--- config.mk ---
export PLATFORM = sky130hd
export DESIGN_NAME = pll_seq_ctrl_flat
export DESIGN_NICKNAME = d
export VERILOG_FILES = /design/src/rtl/pll_seq_ctrl_pkg.sv /design/src/rtl/pll_seq_ctrl_if.sv /design/src/rtl/pll_seq_ctrl_lock_sync.sv /design/src/rtl/pll_seq_ctrl.sv /design/src/flat_wrapper.sv
export SDC_FILE = /design/constraint.sdc
export NUM_CORES = 1
export LEC_CHECK = 0
export BUFFER_PORTS_ARGS = -buffer_cell sky130_fd_sc_hd__buf_2
export CORE_ASPECT_RATIO = 1.4
export CORE_MARGIN = 8
export CORE_UTILIZATION = 45
export DETAILED_ROUTE_END_ITERATION = 10
export GPL_TIMING_DRIVEN = 0
export PLACE_DENSITY = 0.67
export SYNTH_ARGS = -nofsm -noshare
export SYNTH_HDL_FRONTEND = slang
export SYNTH_HIERARCHICAL = 1
export SYNTH_SLANG_ARGS = --single-unit
--- constraint.sdc ---
create_clock -name clk -period 3.9 [get_ports clk]
set_input_delay 0.195 -clock clk [delete_from_list [all_inputs] [get_ports clk]]
set_output_delay 0.195 -clock clk [all_outputs]
set_load 0.005 [all_outputs]
--- src/rtl/pll_seq_ctrl_pkg.sv ---
// Shared types and constants for the PLL sequencer: state encoding, retry ceiling
// and the helper that sizes the shared cycle counter.
package pll_seq_ctrl_pkg;

    typedef enum logic [2:0] {
        RST_PLL,
        WAIT_LOCK,
        STABLE,
        RUN,
        PS_SETUP,
        PS_PULSE,
        PS_GAP
    } state_e;

    localparam int unsigned RETRY_MAX = 15;

    function automatic int unsigned max_u(input int unsigned a, input int unsigned b);
        return (a > b) ? a : b;
    endfunction

    // Counter only ever holds values up to N-1, so clog2(N) bits suffice.
    function automatic int unsigned cnt_width(input int unsigned lock_to, input int unsigned stable);
        int unsigned m;
        m = max_u(lock_to, stable);
        return (m < 2) ? 1 : $clog2(m);
    endfunction

    localparam int unsigned CNT_W = cnt_width(65535, 1024);

endpackage

--- src/rtl/pll_seq_ctrl_if.sv ---
// Phase-shift request/acknowledge bundle between a requester (master) and the
// PLL sequencer (slave).
interface pll_seq_ctrl_if;

    logic       ps_req;
    logic [2:0] ps_sel;
    logic       ps_dir;
    logic [7:0] ps_steps;
    logic       ps_ack;
    logic       ps_err;
    logic       ps_busy;

    modport master (
        output ps_req, ps_sel, ps_dir, ps_steps,
        input  ps_ack, ps_err, ps_busy
    );

    modport slave (
        input  ps_req, ps_sel, ps_dir, ps_steps,
        output ps_ack, ps_err, ps_busy
    );

endinterface

--- src/rtl/pll_seq_ctrl_lock_sync.sv ---
// Two-flop synchronizer for the asynchronous PLL LOCK signal; clears to 0 on reset
// so lock is never assumed before it has been sampled.
module pll_lock_sync (
    input  logic clk,
    input  logic rst,
    input  logic async_i,
    output logic sync_o
);

    logic meta_q;
    logic sync_q;

    always_ff @(posedge clk or posedge rst) begin
        if (rst) begin
            meta_q <= 1'b0;
            sync_q <= 1'b0;
        end else begin
            meta_q <= async_i;
            sync_q <= meta_q;
        end
    end

    assign sync_o = sync_q;

endmodule

--- src/rtl/pll_seq_ctrl.sv ---
// PLL power-up/recovery sequencer with phase-shift engine. Define PLL_SEQ_CTRL_PS_EN
// to build the phase-shift states; otherwise every request is rejected with ps_err.
module pll_seq_ctrl
    import pll_seq_ctrl_pkg::*;
#(
    parameter int unsigned RST_CYCLES    = 16,
    parameter int unsigned LOCK_TIMEOUT  = 65535,
    parameter int unsigned STABLE_CYCLES = 1024,
    parameter int unsigned PSPULSE_W     = 2,
    parameter int unsigned PS_GAP        = 4
) (
    input  logic       clk,
    input  logic       reset,
    input  logic       pll_lock,
    output logic       pll_reset,
    output logic [2:0] pll_pssel,
    output logic       pll_psdir,
    output logic       pll_pspulse,
    output logic       pll_ready,
    output logic       sys_reset,
    output logic       lock_lost,
    output logic [3:0] retry_cnt,
    pll_seq_ctrl_if.slave ps
);

    localparam int unsigned CW = cnt_width(max_u(LOCK_TIMEOUT, RST_CYCLES),
                                           max_u(STABLE_CYCLES, max_u(PSPULSE_W, PS_GAP)));

    logic          lock_s;
    state_e        state_q, state_d;
    logic [CW-1:0] cnt_q, cnt_d;
    logic [3:0]    retry_q, retry_d, retry_inc;
    logic          ack_q, ack_d, err_q, err_d, lost_q, lost_d;
    logic          pll_reset_q, ready_q, sys_reset_q, ready_d;
    logic          in_run_ps, in_ps, ps_d;
`ifdef PLL_SEQ_CTRL_PS_EN
    logic          busy_q, pspulse_q, psdir_q, psdir_d;
    logic [2:0]    pssel_q, pssel_d;
    logic [7:0]    steps_q, steps_d;
`endif

    pll_lock_sync u_lock_sync (
        .clk     (clk),
        .rst     (reset),
        .async_i (pll_lock),
        .sync_o  (lock_s)
    );

    // PS_GAP the identifier is the gap-length parameter; the state needs the package scope.
    assign in_ps     = state_q inside {PS_SETUP, PS_PULSE, pll_seq_ctrl_pkg::PS_GAP};
    assign in_run_ps = in_ps || (state_q == RUN);
    assign retry_inc = (retry_q == 4'(RETRY_MAX)) ? retry_q : retry_q + 4'd1;

    always_comb begin
        state_d = state_q;
        cnt_d   = cnt_q;
        retry_d = retry_q;
        ack_d   = 1'b0;
        err_d   = 1'b0;
        lost_d  = 1'b0;
`ifdef PLL_SEQ_CTRL_PS_EN
        steps_d = steps_q;
        pssel_d = pssel_q;
        psdir_d = psdir_q;
`endif
        if (in_run_ps && !lock_s) begin
            state_d = RST_PLL;
            cnt_d   = '0;
            retry_d = retry_inc;
            lost_d  = 1'b1;
            ack_d   = in_ps;
            err_d   = in_ps;
        end else begin
            case (state_q)
                RST_PLL: begin
                    if (cnt_q == CW'(RST_CYCLES - 1)) begin
                        state_d = WAIT_LOCK;
                        cnt_d   = '0;
                    end else begin
                        cnt_d = cnt_q + 1'b1;
                    end
                end
                WAIT_LOCK: begin
                    if (lock_s) begin
                        state_d = STABLE;
                        cnt_d   = '0;
                    end else if (cnt_q == CW'(LOCK_TIMEOUT - 1)) begin
                        state_d = RST_PLL;
                        cnt_d   = '0;
                        retry_d = retry_inc;
                    end else begin
                        cnt_d = cnt_q + 1'b1;
                    end
                end
                STABLE: begin
                    if (!lock_s) begin
                        state_d = WAIT_LOCK;
                        cnt_d   = '0;
                    end else if (cnt_q == CW'(STABLE_CYCLES - 1)) begin
                        state_d = RUN;
                        cnt_d   = '0;
                    end else begin
                        cnt_d = cnt_q + 1'b1;
                    end
                end
                RUN: begin
                    if (ps.ps_req) begin
`ifdef PLL_SEQ_CTRL_PS_EN
                        if (ps.ps_steps == '0) begin
                            ack_d = 1'b1;
                        end else begin
                            state_d = PS_SETUP;
                            cnt_d   = '0;
                            steps_d = ps.ps_steps;
                            pssel_d = ps.ps_sel;
                            psdir_d = ps.ps_dir;
                        end
`else
                        ack_d = 1'b1;
                        err_d = 1'b1;
`endif
                    end
                end
`ifdef PLL_SEQ_CTRL_PS_EN
                PS_SETUP: begin
                    state_d = PS_PULSE;
                    cnt_d   = '0;
                end
                PS_PULSE: begin
                    if (cnt_q == CW'(PSPULSE_W - 1)) begin
                        state_d = pll_seq_ctrl_pkg::PS_GAP;
                        cnt_d   = '0;
                        steps_d = steps_q - 8'd1;
                    end else begin
                        cnt_d = cnt_q + 1'b1;
                    end
                end
                pll_seq_ctrl_pkg::PS_GAP: begin
                    if (cnt_q == CW'(PS_GAP - 1)) begin
                        cnt_d = '0;
                        if (steps_q != '0) begin
                            state_d = PS_PULSE;
                        end else begin
                            state_d = RUN;
                            ack_d   = 1'b1;
                        end
                    end else begin
                        cnt_d = cnt_q + 1'b1;
                    end
                end
`endif
                default: begin
                    state_d = RST_PLL;
                    cnt_d   = '0;
                end
            endcase
        end
        ps_d    = state_d inside {PS_SETUP, PS_PULSE, pll_seq_ctrl_pkg::PS_GAP};
        ready_d = ps_d || (state_d == RUN);
`ifdef PLL_SEQ_CTRL_PS_EN
        if (!ps_d) begin
            pssel_d = '0;
            psdir_d = 1'b0;
        end
`endif
    end

    always_ff @(posedge clk or posedge reset) begin
        if (reset) begin
            state_q     <= RST_PLL;
            cnt_q       <= '0;
            retry_q     <= '0;
            ack_q       <= 1'b0;
            err_q       <= 1'b0;
            lost_q      <= 1'b0;
            pll_reset_q <= 1'b1;
            ready_q     <= 1'b0;
            sys_reset_q <= 1'b1;
`ifdef PLL_SEQ_CTRL_PS_EN
            busy_q      <= 1'b0;
            pspulse_q   <= 1'b0;
            pssel_q     <= '0;
            psdir_q     <= 1'b0;
            steps_q     <= '0;
`endif
        end else begin
            state_q     <= state_d;
            cnt_q       <= cnt_d;
            retry_q     <= retry_d;
            ack_q       <= ack_d;
            err_q       <= err_d;
            lost_q      <= lost_d;
            pll_reset_q <= (state_d == RST_PLL);
            ready_q     <= ready_d;
            sys_reset_q <= ~ready_d;
`ifdef PLL_SEQ_CTRL_PS_EN
            busy_q      <= ps_d;
            pspulse_q   <= (state_d == PS_PULSE);
            pssel_q     <= pssel_d;
            psdir_q     <= psdir_d;
            steps_q     <= steps_d;
`endif
        end
    end

    assign pll_reset  = pll_reset_q;
    assign pll_ready  = ready_q;
    assign sys_reset  = sys_reset_q;
    assign lock_lost  = lost_q;
    assign retry_cnt  = retry_q;
    assign ps.ps_ack  = ack_q;
    assign ps.ps_err  = err_q;
`ifdef PLL_SEQ_CTRL_PS_EN
    assign ps.ps_busy  = busy_q;
    assign pll_pssel   = pssel_q;
    assign pll_psdir   = psdir_q;
    assign pll_pspulse = pspulse_q;
`else
    assign ps.ps_busy  = 1'b0;
    assign pll_pssel   = '0;
    assign pll_psdir   = 1'b0;
    assign pll_pspulse = 1'b0;
`endif

endmodule

--- src/flat_wrapper.sv ---
// flat-port wrapper written by rule: the top's interface ports become plain ports
module pll_seq_ctrl_flat import pll_seq_ctrl_pkg::*;
#(
    parameter int unsigned RST_CYCLES    = 16,
    parameter int unsigned LOCK_TIMEOUT  = 65535,
    parameter int unsigned STABLE_CYCLES = 1024,
    parameter int unsigned PSPULSE_W     = 2,
    parameter int unsigned PS_GAP        = 4
)
  (clk, reset, pll_lock, pll_reset, pll_pssel, pll_psdir, pll_pspulse, pll_ready, sys_reset, lock_lost, retry_cnt, ps_ps_req, ps_ps_sel, ps_ps_dir, ps_ps_steps, ps_ps_ack, ps_ps_err, ps_ps_busy);
  pll_seq_ctrl_if ps_i ();
  input  logic clk;
  input  logic reset;
  input  logic pll_lock;
  output logic pll_reset;
  output logic [2:0] pll_pssel;
  output logic pll_psdir;
  output logic pll_pspulse;
  output logic pll_ready;
  output logic sys_reset;
  output logic lock_lost;
  output logic [3:0] retry_cnt;
  input wire logic [$bits(ps_i.ps_req)-1:0] ps_ps_req;
  input wire logic [$bits(ps_i.ps_sel)-1:0] ps_ps_sel;
  input wire logic [$bits(ps_i.ps_dir)-1:0] ps_ps_dir;
  input wire logic [$bits(ps_i.ps_steps)-1:0] ps_ps_steps;
  output wire logic [$bits(ps_i.ps_ack)-1:0] ps_ps_ack;
  output wire logic [$bits(ps_i.ps_err)-1:0] ps_ps_err;
  output wire logic [$bits(ps_i.ps_busy)-1:0] ps_ps_busy;
  assign ps_i.ps_req = ps_ps_req;
  assign ps_i.ps_sel = ps_ps_sel;
  assign ps_i.ps_dir = ps_ps_dir;
  assign ps_i.ps_steps = ps_ps_steps;
  assign ps_ps_ack = ps_i.ps_ack;
  assign ps_ps_err = ps_i.ps_err;
  assign ps_ps_busy = ps_i.ps_busy;
  pll_seq_ctrl #(.RST_CYCLES(RST_CYCLES), .LOCK_TIMEOUT(LOCK_TIMEOUT), .STABLE_CYCLES(STABLE_CYCLES), .PSPULSE_W(PSPULSE_W), .PS_GAP(PS_GAP)) u_core (.clk(clk), .reset(reset), .pll_lock(pll_lock), .pll_reset(pll_reset), .pll_pssel(pll_pssel), .pll_psdir(pll_psdir), .pll_pspulse(pll_pspulse), .pll_ready(pll_ready), .sys_reset(sys_reset), .lock_lost(lock_lost), .retry_cnt(retry_cnt), .ps(ps_i));
endmodule
Yosys cells after proc, flatten, opt, wreduce, memory -nomap -nowiden. Index checks and enable logic that the tools add are counted.

Register bits: 30. Input port bits: 16. Word-level logic and storage cells: 63. Output and inout bits: 16.

Add/sub/neg operators: 2. Reductions and logical operators: 11. Bitwise gates (word level): 1. Equal/unequal tests: 16. Multiplexer cells: 23.

Operator list (count): 16-bit 2-to-1 mux (6); 16-bit one-hot mux with 4 select lines (1); 4-bit 2-to-1 mux (5); 3-bit equality test (second input constant) (6); 3-bit 2-to-1 mux (6); 16-bit by 1-bit adder with 16-bit output (second input constant) (1); 16-bit by 10-bit equality test with 1-bit output (second input constant) (1); 16-bit equality test (second input constant) (1); 16-bit by 4-bit equality test with 1-bit output (second input constant) (1); 3-bit one-hot mux with 4 select lines (1); 3-bit by 2-bit equality test with 1-bit output (second input constant) (3); 3-bit zero test (2); 3-bit nonzero test (2); 4-bit by 1-bit adder with 4-bit output (second input constant) (1); 4-bit equality test (second input constant) (1); 1-bit 2-to-1 mux (4); 2-bit nonzero test (2); 3-bit by 1-bit equality test with 1-bit output (second input constant) (1); 3-bit AND reduction (1); 1-bit logical OR (2); 2-bit by 1-bit inequality test with 1-bit output (second input constant) (1); 2-bit inequality test (second input constant) (1); 1-bit logical AND (1); 1-bit zero test (1); 1-bit inverter (1).

Logic depth before layout (Yosys ltp). Gate-level depths: netlist of the first run.

Depth in word-level cells: 9. Mapped depth: 7. Gate-level depth less buffers: 6.

Cells and area by module. The synthesis of the first run kept the hierarchy.

By module, submodules not included: pll_seq_ctrl (instances 1, sequential area each 703.2 µm², cells each 163, area an instance 1612.8 µm²); pll_lock_sync (instances 1, sequential area each 50.0 µm², cells each 3, area an instance 53.8 µm²).

Least setup slack after synthesis of the first run. No wires, ideal clock.

Kind: register to register. From: reg u_core.cnt_q[1]. To: reg u_core.cnt_q[5]. Slack: 1635 ps. Data arrival time: 2146 ps. Buffers on the path: 1. Stages on the path, launching flop included: 8. Library setup time: 119 ps. Required time: 3781 ps. Clock period less this slack: 2265 ps. Path through: dfrtp_1 > ha_1 > or4b_4 > or4_4 > o2bb2ai_2 > nor3_4 > buf_6 > nor2_2.

Cells in the longest elaborated chain, start to end: 5. Elaborated cells on any way between the ends: 11. Classes of those cells: 1 x add/sub; 3 x eq/ne; 7 x mux.

RTL lines: start: declaration (line pll_seq_ctrl.sv:31) `logic [CW-1:0] cnt_q, cnt_d;`; start signal: assignment (line pll_seq_ctrl.sv:188) `cnt_q <= cnt_d;`; 16-bit by 1-bit adder with 16-bit output (tied with other cells) (line pll_seq_ctrl.sv:80, pll_seq_ctrl.sv:92, pll_seq_ctrl.sv:103); 16-bit 2-to-1 mux, on equally long branches (line pll_seq_ctrl.sv:99, pll_seq_ctrl.sv:87); 16-bit 2-to-1 mux, on equally long branches (line pll_seq_ctrl.sv:96, pll_seq_ctrl.sv:84); 16-bit one-hot mux with 4 select lines (*) (line pll_seq_ctrl.sv:74) `case (state_q)`; 16-bit 2-to-1 mux (*) (line pll_seq_ctrl.sv:66) `if (in_run_ps && !lock_s) begin`.

Mark *: on every way between the ends. The rest lies on a longest branch, timed or not. A chain may end at the register's enable or synchronous reset.

Worst setup path in the final report of the first run.
From: reg u_core.cnt_q[1]. To: reg u_core.cnt_q[7].

Same word-level chain as after synthesis.

==> results of run 1 <==
-- cell usage after synthesis, drive strengths merged (3+ instances only) --
cell    number  area share, %
nor3         4            1.9
ha           3            2.3
and4         3            1.6
inv          6            1.4
nand3b       5            3.0
nor2        23            6.7
clkbuf       4           0.90
nand2       14            3.2
nor2b        3            1.1
dfrtp       28             42
nand3        6            1.8
xnor2        5            2.6
buf         10            4.4
nand4        7            2.6
xor2         8            4.2
and3         5            1.9
-- power groups by stage --
stage	Sequential (W)	Clock, W	Combinational (W)
2_1_floorplan	0.000385	0	0.000107
3_3_place_gp	0.000385	0	0.000150
3_5_place_dp	0.000390	0	0.000158
4_1_cts	0.000384	0.000316	0.000160
5_1_grt	0.000390	0.000333	0.000176
6_report	0.000384	0.000305	0.000157
-- registers in the layout, summed over array words and instances (netlist names) --
signal,cells
u_core/lock_lost,1
u_core/cnt_q,16
u_core/state_q,3
u_core/retry_cnt,4
u_core/u_lock_sync/meta_q,1
u_core/pll_ready,1
u_core/ps.ps_err,1
u_core/pll_reset,1
u_core/sys_reset,1
u_core/u_lock_sync/sync_o,1
-- worst max path at each step --
stage / end / slack (ps) / depth (start not counted)
detailed placement: u_core/cnt_q[7] / 1440 / 7
global placement: u_core/cnt_q[10] / 1460 / 7
finish: u_core/cnt_q[7] / 1430 / 7
CTS: u_core/cnt_q[7] / 1430 / 7
floorplan: u_core/cnt_q[5] / 1640 / 7
global route: u_core/cnt_q[13] / 1350 / 7
-- layout make-up --
type	instances	area [µm²]
Clock buffer	5	68.82
Multi-Input combinational cell	122	824.5
Tap cell	42	52.55
Buffer	14	88.84
Timing Repair Buffer	14	75.07
Sequential cell	30	753.2
Fill cell	341	1685
Inverter	6	22.52
Clock inverter	3	40.04
-- repair_timing --
item / 4_1_cts / 5_1_grt
setup buffers: 0 / 0
setup endpoints to repair: 0 / 0
hold endpoints to repair: 2 / 0
hold buffers: 1 / 0
-- cell families (layout without fill, tap and decap cells) --
family,count (synthesis),in the layout,synth area share (%)
flops,30,30,45.20
xor+xnor,13,13,6.832
mux,2,2,1.351
simple gates,82,82,30.18
other cells,1,7,0.2250
buf+inv,20,42,6.681
fa+ha+maj,3,3,2.252
compound gates,15,15,7.282
-- critical path: stages, from the launching register on --
cell	delay, ps
sky130_fd_sc_hd__dfrtp_1	380
sky130_fd_sc_hd__ha_1	280
sky130_fd_sc_hd__or4b_4	500
sky130_fd_sc_hd__or4_4	560
sky130_fd_sc_hd__o2bb2ai_2	180
sky130_fd_sc_hd__nor3_4	200
sky130_fd_sc_hd__buf_6	200
sky130_fd_sc_hd__nor2_2	50
-- routing by layer --
metal / vias up / wire length, µm
met2: 15 / 1729
li1: 619 / -
met1: 616 / 1337
met4: 0 / 61
met5: - / 0
met3: 7 / 153
-- metrics by stage --
stage	instances	cell area, µm²	utilization (%)	total power, W	setup slack [ps]
floorplan	172	1689	-	0.0004922	1635
global placement	227	1807	50.03	0.0005350	1462
detailed placement	227	1807	50.03	0.0005483	1440
CTS	236	1926	53.33	0.0008605	1428
global route	236	1926	53.33	0.0008992	1345
finish	236	1926	53.33	0.0008461	1433
==> tab_implementation.tex, run 1 <==
\begin{tabular}{lr}
\hline
Metric & Value \\
\hline
\multicolumn{2}{l}{\textbf{Run status}} \\
Result of the run & finished clean \\
\multicolumn{2}{l}{\textbf{Cells and area}} \\
Most common library cell in the layout ignoring fill and taps & sky130\_fd\_sc\_hd\_\_dfrtp\_1 \\
Total Nets Final & 212 \\
Most frequent cells in the layout & sky130\_fd\_sc\_hd\_\_dfrtp\_1 (28), sky130\_fd\_sc\_hd\_\_buf\_2 (15), sky130\_fd\_sc\_hd\_\_nand2\_1 (14), sky130\_fd\_sc\_hd\_\_nor2\_1 (13), sky130\_fd\_sc\_hd\_\_nor2\_2 (10) \\
Layout cells sized above 1 & a little over a quarter \\
Area growth from synthesis to final layout & 15.54\% \\
Count of antenna diodes in the layout & 0 \\
\multicolumn{2}{l}{\textbf{Synthesis}} \\
Synthesis-stage register bit count & 30 \\
Register area share after synthesis & between 40 and 50\% \\
Total number of yosys warnings & 6 \\
Number of distinct library cells after synthesis & 48 \\
Number of flops mapped to enable cells by yosys & 0 \\
Top flip-flop cell by instance count after synthesis & sky130\_fd\_sc\_hd\_\_dfrtp\_1 \\
Mean instance size in the synthesized netlist & 10.04 µm² \\
Fraction of registers with async set/reset & 100.0\% \\
Number of instances in the synthesized netlist & 166 \\
Synthesized area & between 1500 and 2000 µm² \\
\multicolumn{2}{l}{\textbf{Route}} \\
Initial drt markers & 44 \\
Final wirelength & 3283 µm \\
First-pass iteration count of the detailed router & 4 \\
DRC violation count after routing & 0 \\
Antenna violation net count after detailed routing & 0 \\
Routed length per instance & 13.91 µm \\
Overall via count from detail\_route & 1257 \\
Average vias per placed instance & 5.326 \\
\multicolumn{2}{l}{\textbf{Setup path}} \\
Crit path launch & u\_core/cnt\_q[1] \\
Max Fanout on Critical Path & 10 \\
Cell depth of the worst flop-to-flop path & 7 \\
CP Class & register to register \\
Critical Path RT & 4070 ps \\
R2r endpoint & u\_core/cnt\_q[7] \\
WP data arrival & about 2600 ps \\
Startpoint Class & register \\
Setup slack of the worst register-to-register path & around 1400 ps \\
Endpoint class of the critical path & register \\
Startpoint of the lowest-slack register-to-register path & u\_core/cnt\_q[1] \\
\multicolumn{2}{l}{\textbf{STA}} \\
Final-report hold violation count & 0 \\
Max Freq & 405.4 MHz \\
Final-layout worst hold slack & 17.10 ps \\
Slew Limit Headroom & 28.18\% \\
Period utilization & 63.25\% \\
Max Slew Vio Count & 0 \\
Setup repair after global routing missed its margin & no \\
Worst-Margin Slew & around 1100 ps \\
Final number of setup-violating endpoints & 0 \\
Setup TNS & 0 ps \\
Fin crit period & 2467 ps \\
Clock skew after layout & around 8 ps \\
\multicolumn{2}{l}{\textbf{Hold path}} \\
Path class of the lowest-slack min-delay path & input port to register \\
Number of cells on the worst hold path & 1 \\
Worst Hold Launch & pll\_lock \\
Worst min-delay path endpoint & u\_core/u\_lock\_sync/meta\_q \\
\multicolumn{2}{l}{\textbf{GRT}} \\
M3 GR Usage & 4.097\% \\
Grt peak-use layer & met2 \\
Vias in the first global route & $\sim$1200 \\
Total global-route track usage & 12.17\% \\
Maximum number of pins on one net before global-route repair & 29 \\
Fraction of met2 tracks used by global routing & 21.29\% \\
Initial antenna violation count & 0 \\
GRT met1 Usage & 12.32\% \\
GRT Residual Overflow & 0 \\
Wire length of the first global-routing pass & 5457 µm \\
\multicolumn{2}{l}{\textbf{Pwr}} \\
Share of total power consumed by net switching & 27.27\% \\
Worst vdd ir & 299.6 µV \\
Power Internal & around 0.00062 W \\
Share of power burned in combinational logic & 18.6\% \\
Fraction of power consumed by the clock network & 36.1\% \\
Relative contribution of sequential cells to total power & 45.3\% \\
P\_sw & roughly 0.00023 W \\
Leak Pwr & roughly 0.88 nW \\
Power per cell area & roughly 440 nW/µm² \\
\multicolumn{2}{l}{\textbf{Placed design}} \\
Port buffer count & 13 \\
Post-DP HPWL & $\sim$2400 µm \\
Gpl congestion & 0.7981 \\
\multicolumn{2}{l}{\textbf{Die}} \\
Chip Width & approximately 67 µm \\
I/O pin cnt & 32 \\
Effective utilization at floorplan & between 40\% and 50\% \\
Placement row count & 26 \\
Total die area & 5935 µm² \\
Floorplan Core Area & roughly 3600 µm² \\
Die Y & 88.01 µm \\
\multicolumn{2}{l}{\textbf{Clocking}} \\
Clock transition at path regs & 60 ps \\
Clock sink count & 30 \\
Maximum root-to-sink buffer count & 2 \\
Later-pin clock latency in the skew report & 280 ps \\
TritonCTS buffer count & 5 \\
Count of H-tree levels built during CTS & 2 \\
CTS Root Cell & sky130\_fd\_sc\_hd\_\_clkbuf\_8 \\
\# resized after CTS & 0 \\
TritonCTS clock tree & yes \\
\multicolumn{2}{l}{\textbf{Flow run}} \\
\# Max-Cap Violations & 0 \\
\hline
\end{tabular}
Power figures use the tool's default switching activity.
==> inputs of run 2 (changes only) <==
==> constraint.sdc (replaced) <==
create_clock -name clk -period 2.5 [get_ports clk]
set_input_delay 0.125 -clock clk [delete_from_list [all_inputs] [get_ports clk]]
set_output_delay 0.125 -clock clk [all_outputs]
set_load 0.005 [all_outputs]
==> run 2 against run 1 <==
Compared with the run above:
- clock skew is essentially flat
- first-iteration DRC count is 30% higher
- die area is the same
- critical path type unchanged
- critical endpoint unchanged
- via count up 0.88%
- clock power is 56% higher
- worst setup slack worse by 1300 ps
- wire length is 2.1% higher
- sequential power increased by 58%
- hold slack improved by 22 ps
- sequential share of layout area shrank 0.67 points
- clock-buffer cell count unchanged
- global-route usage stayed put
==> tab_implementation.tex, run 2 (synthesis gave the netlist of run 1 again) <==
\begin{tabular}{lr}
\hline
Metric & Value \\
\hline
\multicolumn{2}{l}{\textbf{Clocking}} \\
Post-CTS Repair Setup Buffers & 0 \\
Clock sink count & 30 \\
TritonCTS clock tree & yes \\
Maximum root-to-sink buffer count & 2 \\
Later-pin clock latency in the skew report & 280 ps \\
Clock transition at path regs & approximately 70 ps \\
Count of H-tree levels built during CTS & 2 \\
CTS Root Cell & sky130\_fd\_sc\_hd\_\_clkbuf\_8 \\
TritonCTS buffer count & 5 \\
\multicolumn{2}{l}{\textbf{STA}} \\
Slew Limit Headroom & 28.56\% \\
Setup repair after global routing missed its margin & no \\
Worst-Margin Slew & about 1100 ps \\
Clock skew after layout & slightly above 8 ps \\
Final number of setup-violating endpoints & 0 \\
Max Freq & between 400 and 500 MHz \\
Min setup slack post-route & 118.0 ps \\
Fin crit period & about 2400 ps \\
Final-report hold violation count & 0 \\
Max Slew Vio Count & 0 \\
Period utilization & a little over nine tenths \\
Setup TNS & 0 ps \\
\multicolumn{2}{l}{\textbf{Placed design}} \\
Gpl congestion & around 0.80 \\
Port buffer count & 13 \\
Area post-placement & $\sim$1800 µm² \\
Setup slack after placement & 40.23 ps \\
Post-DP HPWL & roughly 2400 µm \\
\multicolumn{2}{l}{\textbf{Cells and area}} \\
Layout cells sized above 1 & 28.21\% \\
Utilization of the core after routing & 54.26\% \\
Fillcell total & 339 \\
Largest register by flop count & u\_core/cnt\_q \\
Post-layout instance area & slightly below 2000 µm² \\
Count of antenna diodes in the layout & 0 \\
Area growth from synthesis to final layout & 17.57\% \\
Largest register FFs & 16 \\
Most common library cell in the layout ignoring fill and taps & sky130\_fd\_sc\_hd\_\_dfrtp\_1 \\
Most frequent cells in the layout & sky130\_fd\_sc\_hd\_\_dfrtp\_1 (28), sky130\_fd\_sc\_hd\_\_buf\_2 (15), sky130\_fd\_sc\_hd\_\_nand2\_1 (14), sky130\_fd\_sc\_hd\_\_nor2\_1 (13), sky130\_fd\_sc\_hd\_\_nor2\_2 (10) \\
Total Nets Final & 213 \\
\multicolumn{2}{l}{\textbf{GRT}} \\
Initial antenna violation count & 0 \\
GRT Residual Overflow & 0 \\
Vias in the first global route & 1191 \\
Maximum number of pins on one net before global-route repair & 29 \\
Wire length of the first global-routing pass & 5464 µm \\
Total global-route track usage & between 10\% and 20\% \\
\multicolumn{2}{l}{\textbf{Setup path}} \\
Startpoint Class & register \\
Setup slack of the worst register-to-register path & 120 ps \\
CP Class & register to register \\
Max Fanout on Critical Path & 10 \\
Critical Path RT & 2670 ps \\
WP data arrival & 2550 ps \\
Endpoint class of the critical path & register \\
\multicolumn{2}{l}{\textbf{Die}} \\
Floorplan Core Area & 3611 µm² \\
Die Y & approximately 88 µm \\
Total die area & 5935 µm² \\
I/O pin cnt & 32 \\
Chip Width & around 67 µm \\
Placement row count & 26 \\
Effective utilization at floorplan & 46.15\% \\
\multicolumn{2}{l}{\textbf{Route}} \\
Overall via count from detail\_route & around 1300 \\
Routed length per instance & 14.15 µm \\
DRC violation count after routing & 0 \\
Antenna violation net count after detailed routing & 0 \\
Average vias per placed instance & 5.350 \\
Initial drt markers & 57 \\
First-pass iteration count of the detailed router & 4 \\
Final wirelength & approximately 3400 µm \\
\multicolumn{2}{l}{\textbf{Pwr}} \\
Final total power & 0.001336 W \\
Worst vdd ir & 470.2 µV \\
Power per cell area & 681.6 nW/µm² \\
Leak Pwr & 0.8825 nW \\
\multicolumn{2}{l}{\textbf{Run status}} \\
Result of the run & finished clean \\
\multicolumn{2}{l}{\textbf{Flow run}} \\
\# Max-Cap Violations & 0 \\
\multicolumn{2}{l}{\textbf{Hold path}} \\
Path class of the lowest-slack min-delay path & input port to register \\
\hline
\end{tabular}
-- run 2: cell types whose count changed in the layout (fill, tap and decap cells not counted), sizes merged --
cell and delta:
dlygate4sd3 +1
-- run 2: path summary, 6_finish.rpt --
check,end,cells past startpoint,startpoint
max,u_core/cnt_q[7],7,u_core/cnt_q[0]
min,u_core/ps.ps_err,3,ps_ps_req
max reg2reg,u_core/cnt_q[7],7,u_core/cnt_q[0]
min reg2reg,u_core/u_lock_sync/sync_o,0,u_core/u_lock_sync/meta_q
max in group asynchronous,u_core/cnt_q[0],3,reset
min in group asynchronous,u_core/u_lock_sync/sync_o,3,reset
-- run 2: critical path, cell delays in order (launching register included) --
cell and delay, ps:
sky130_fd_sc_hd__dfrtp_1 410, sky130_fd_sc_hd__ha_4 190, sky130_fd_sc_hd__or4b_4 480, sky130_fd_sc_hd__or4_4 560, sky130_fd_sc_hd__o2bb2ai_2 190, sky130_fd_sc_hd__nor3_4 190
sky130_fd_sc_hd__buf_6 200, sky130_fd_sc_hd__nor2_2 50
-- run 2: metrics by stage --
stage               hold WS [ps]  cells
finish                     39.03    237
global route               54.23    237
CTS                        34.60    237
detailed placement        -12.76    227
global placement          -17.66    227
floorplan                 -133.8    172
-- run 2: routing by layer --
metal  track usage (%)  vias to the layer above  wire (µm)
li1                  -                      619          -
met1             12.32                      621       1339
met2             21.29                       21       1775
met3             4.097                        7        175
met4             6.298                        0         61
met5                 0                        -          0
-- run 2: final cells by class --
| type | count | area, µm² | area share, % |
|---|---|---|---|
| buffer | 14 | 88.84 | 4.534 |
| multi-input combinational | 122 | 848.3 | 43.30 |
| tap | 42 | 52.55 | 2.682 |
| timing repair buffer | 15 | 85.08 | 4.342 |
| sequential | 30 | 753.2 | 38.44 |
| clock buffer | 5 | 68.82 | 3.512 |
| clock inverter | 3 | 40.04 | 2.043 |
| inverter | 6 | 22.52 | 1.149 |
-- run 2: what timing repair did --
| action | 4_1_cts | 5_1_grt |
|---|---|---|
| hold buffers | 2 | 0 |
| resized for setup | 0 | 4 |
| endpoints found under the setup margin | 0 | 11 |
| endpoints found under the hold margin | 3 | 0 |
-- run 2: where the power goes --
part,leakage [nW],internal [W],switching (W)
registers,0.390,0.000543,0.0000632
clock network,0.0579,0.000293,0.000183
logic,0.435,0.000130,0.000123
total,0.882,0.000966,0.000369
==> inputs of run 3 (changes only) <==
--- a/config.mk
+++ b/config.mk
@@ -8,10 +8,10 @@
 export BUFFER_PORTS_ARGS = -buffer_cell sky130_fd_sc_hd__buf_2
 export CORE_ASPECT_RATIO = 1.4
 export CORE_MARGIN = 8
-export CORE_UTILIZATION = 45
+export CORE_UTILIZATION = 54
 export DETAILED_ROUTE_END_ITERATION = 10
 export GPL_TIMING_DRIVEN = 0
-export PLACE_DENSITY = 0.67
+export PLACE_DENSITY = 0.78
 export SYNTH_ARGS = -nofsm -noshare
 export SYNTH_HDL_FRONTEND = slang
 export SYNTH_HIERARCHICAL = 1
==> run 3 against run 2 <==
Compared with the run above:
- via count is 2.9% higher
- critical path depth stayed put
- power is 4.7% lower
- die area is 13% lower
- sequential share of layout area hardly changed
- clock skew hardly changed
- cell area is 0.26% higher
- utilization is 11 points higher
- critical endpoint is now u_core/cnt_q[8]
- largest cell class unchanged
- largest power group unchanged
==> tab_implementation.tex, run 3 (synthesis gave the netlist of run 1 again) <==
\begin{tabular}{lr}
\hline
Metric & Value \\
\hline
\multicolumn{2}{l}{\textbf{Run status}} \\
Result of the run & finished clean \\
\multicolumn{2}{l}{\textbf{Clocking}} \\
Count of H-tree levels built during CTS & 2 \\
Later-pin clock latency in the skew report & 290 ps \\
Clock sink count & 30 \\
CTS Root Cell & sky130\_fd\_sc\_hd\_\_clkbuf\_8 \\
TritonCTS clock tree & yes \\
TritonCTS buffer count & 5 \\
Clock transition at path regs & 70 ps \\
Maximum root-to-sink buffer count & 2 \\
\multicolumn{2}{l}{\textbf{GRT}} \\
Grt peak-use layer & met2 \\
Initial antenna violation count & 0 \\
Fraction of met2 tracks used by global routing & approximately 25\% \\
GRT Residual Overflow & 0 \\
Maximum number of pins on one net before global-route repair & 29 \\
Vias in the first global route & 1261 \\
M3 GR Usage & 5.730\% \\
Total global-route track usage & between 10 and 15\% \\
Wire length of the first global-routing pass & between 5000 and 6000 µm \\
GRT met1 Usage & $\sim$12\% \\
\multicolumn{2}{l}{\textbf{Die}} \\
Die Y & 81.74 µm \\
Floorplan Core Area & roughly 3000 µm² \\
I/O pin cnt & 32 \\
Placement row count & 24 \\
Total die area & 5145 µm² \\
Effective utilization at floorplan & between 50\% and 60\% \\
Chip Width & 62.95 µm \\
\multicolumn{2}{l}{\textbf{Cells and area}} \\
Area growth from synthesis to final layout & 17.87\% \\
Largest register FFs & 16 \\
Total Nets Final & between 200 and 250 \\
Most frequent cells in the layout & sky130\_fd\_sc\_hd\_\_dfrtp\_1 (27), sky130\_fd\_sc\_hd\_\_buf\_2 (15), sky130\_fd\_sc\_hd\_\_nand2\_1 (14), sky130\_fd\_sc\_hd\_\_nor2\_1 (13), sky130\_fd\_sc\_hd\_\_nor2\_2 (10) \\
Post-layout instance area & 1964 µm² \\
Final cell count without fillers & 237 \\
Fillcell total & 268 \\
Count of antenna diodes in the layout & 0 \\
Layout cells sized above 1 & 29.29\% \\
Most common library cell in the layout ignoring fill and taps & sky130\_fd\_sc\_hd\_\_dfrtp\_1 \\
Largest register by flop count & u\_core/cnt\_q \\
\multicolumn{2}{l}{\textbf{Setup path}} \\
List of cells traversed by the critical path & ha\_4, or4b\_4, or4\_4, o2bb2ai\_2, nor3\_4, buf\_6, nor2\_2 \\
Max Fanout on Critical Path & 6 \\
Critical Path RT & about 2700 ps \\
CP Class & register to register \\
Biggest cell delay along the critical path & 560 ps \\
Startpoint Class & register \\
WP data arrival & about 2600 ps \\
Cell with the largest stage delay on the worst path & sky130\_fd\_sc\_hd\_\_or4\_4 \\
CP top delay family & simple AND/OR/NAND/NOR gates \\
WP buf/inv & 1 \\
Endpoint class of the critical path & register \\
\multicolumn{2}{l}{\textbf{STA}} \\
Max Freq & 411.3 MHz \\
Final number of setup-violating endpoints & 0 \\
Max Slew Vio Count & 0 \\
Worst-Margin Slew & 1042 ps \\
Fin crit period & 2431 ps \\
Slew Limit Headroom & 30.47\% \\
Clock skew after layout & between 8 and 9 ps \\
Setup repair after global routing missed its margin & no \\
Final-report hold violation count & 0 \\
Period utilization & 97.26\% \\
Final-layout worst hold slack & 35.31 ps \\
Setup TNS & 0 ps \\
\multicolumn{2}{l}{\textbf{Route}} \\
Average vias per placed instance & 5.506 \\
First-pass iteration count of the detailed router & 4 \\
Final wirelength & 3353 µm \\
Initial drt markers & 41 \\
Overall via count from detail\_route & 1305 \\
Antenna violation net count after detailed routing & 0 \\
DRC violation count after routing & 0 \\
Routed length per instance & $\sim$14 µm \\
\multicolumn{2}{l}{\textbf{Pwr}} \\
Worst vdd ir & 466.7 µV \\
Final total power & 0.001273 W \\
Power per cell area & 648.2 nW/µm² \\
Leak Pwr & 0.8859 nW \\
\multicolumn{2}{l}{\textbf{Placed design}} \\
Placed cell count & approximately 220 \\
Post-DP HPWL & 2422 µm \\
Gpl congestion & 0.7815 \\
Area post-placement & 1803 µm² \\
Port buffer count & 13 \\
\multicolumn{2}{l}{\textbf{Hold path}} \\
Path class of the lowest-slack min-delay path & input port to register \\
\multicolumn{2}{l}{\textbf{Flow run}} \\
\# Max-Cap Violations & 0 \\
\hline
\end{tabular}
run 3: cell types whose count changed in the layout (fill, tap and decap cells not counted), sizes merged:
cell      previous run  this run
buf                 23        26
bufinv               1         0
clkbuf               9        10
clkinv               2         1
clkinvlp             0         1
run 3: cell type report:
cell class / instances / area, µm² / area share (%)
Sequential cell: 30 / 754.5 / 38.41
Clock inverter: 2 / 12.51 / 0.6369
Tap cell: 39 / 48.80 / 2.484
Buffer: 14 / 88.84 / 4.522
Multi-Input combinational cell: 122 / 843.3 / 42.93
Inverter: 6 / 22.52 / 1.146
Timing Repair Buffer: 18 / 111.4 / 5.669
Clock buffer: 6 / 82.58 / 4.204
run 3: metrics by stage:
| step | setup slack [ps] | utilization, % |
|---|---|---|
| after detailed placement | 17.99 | 59.45 |
| after CTS | 3.017 | 63.24 |
| after global placement | 67.32 | 59.45 |
| after floorplan | 235.4 | - |
| after global routing | 2.782 | 64.77 |
| final | 68.60 | 64.77 |
run 3: worst paths after layout:
kind                                             endpoint  slack [ps]  depth (start not counted)                 startpoint
worst max-delay path                      u_core/cnt_q[8]          70                          7            u_core/cnt_q[0]
worst min-delay path                     u_core/ps.ps_err          40                          3                  ps_ps_req
worst max register to register            u_core/cnt_q[8]          70                          7            u_core/cnt_q[0]
worst min register to register  u_core/u_lock_sync/sync_o         370                          0  u_core/u_lock_sync/meta_q
max in group asynchronous                 u_core/cnt_q[1]        1130                          3                      reset
min in group asynchronous       u_core/u_lock_sync/meta_q         250                          3                      reset
run 3: repair_timing:
action / CTS / global route
resized for setup: 0 / 7
setup buffers: 0 / 2
hold buffers: 2 / 0
hold endpoints to repair: 3 / 0
setup endpoints to repair: 0 / 14
run 3: tightest hold or removal path, stage by stage:
cell                      delay (ps)
sky130_fd_sc_hd__buf_2            70
sky130_fd_sc_hd__nand2_1          40
sky130_fd_sc_hd__nand2_1          50
run 3: routing by layer:
layer / part of all wire [%] / wire length (µm)
met3: 5.1 / 171
met1: 38 / 1259
met5: 0 / 0
met4: 3.4 / 113
met2: 54 / 1810
run 3: report_power, final:
group | internal (W) | switching, W
sequential | 0.000545 | 0.0000614
combinational | 0.000142 | 0.000128
clock | 0.000221 | 0.000177
total | 0.000907 | 0.000366
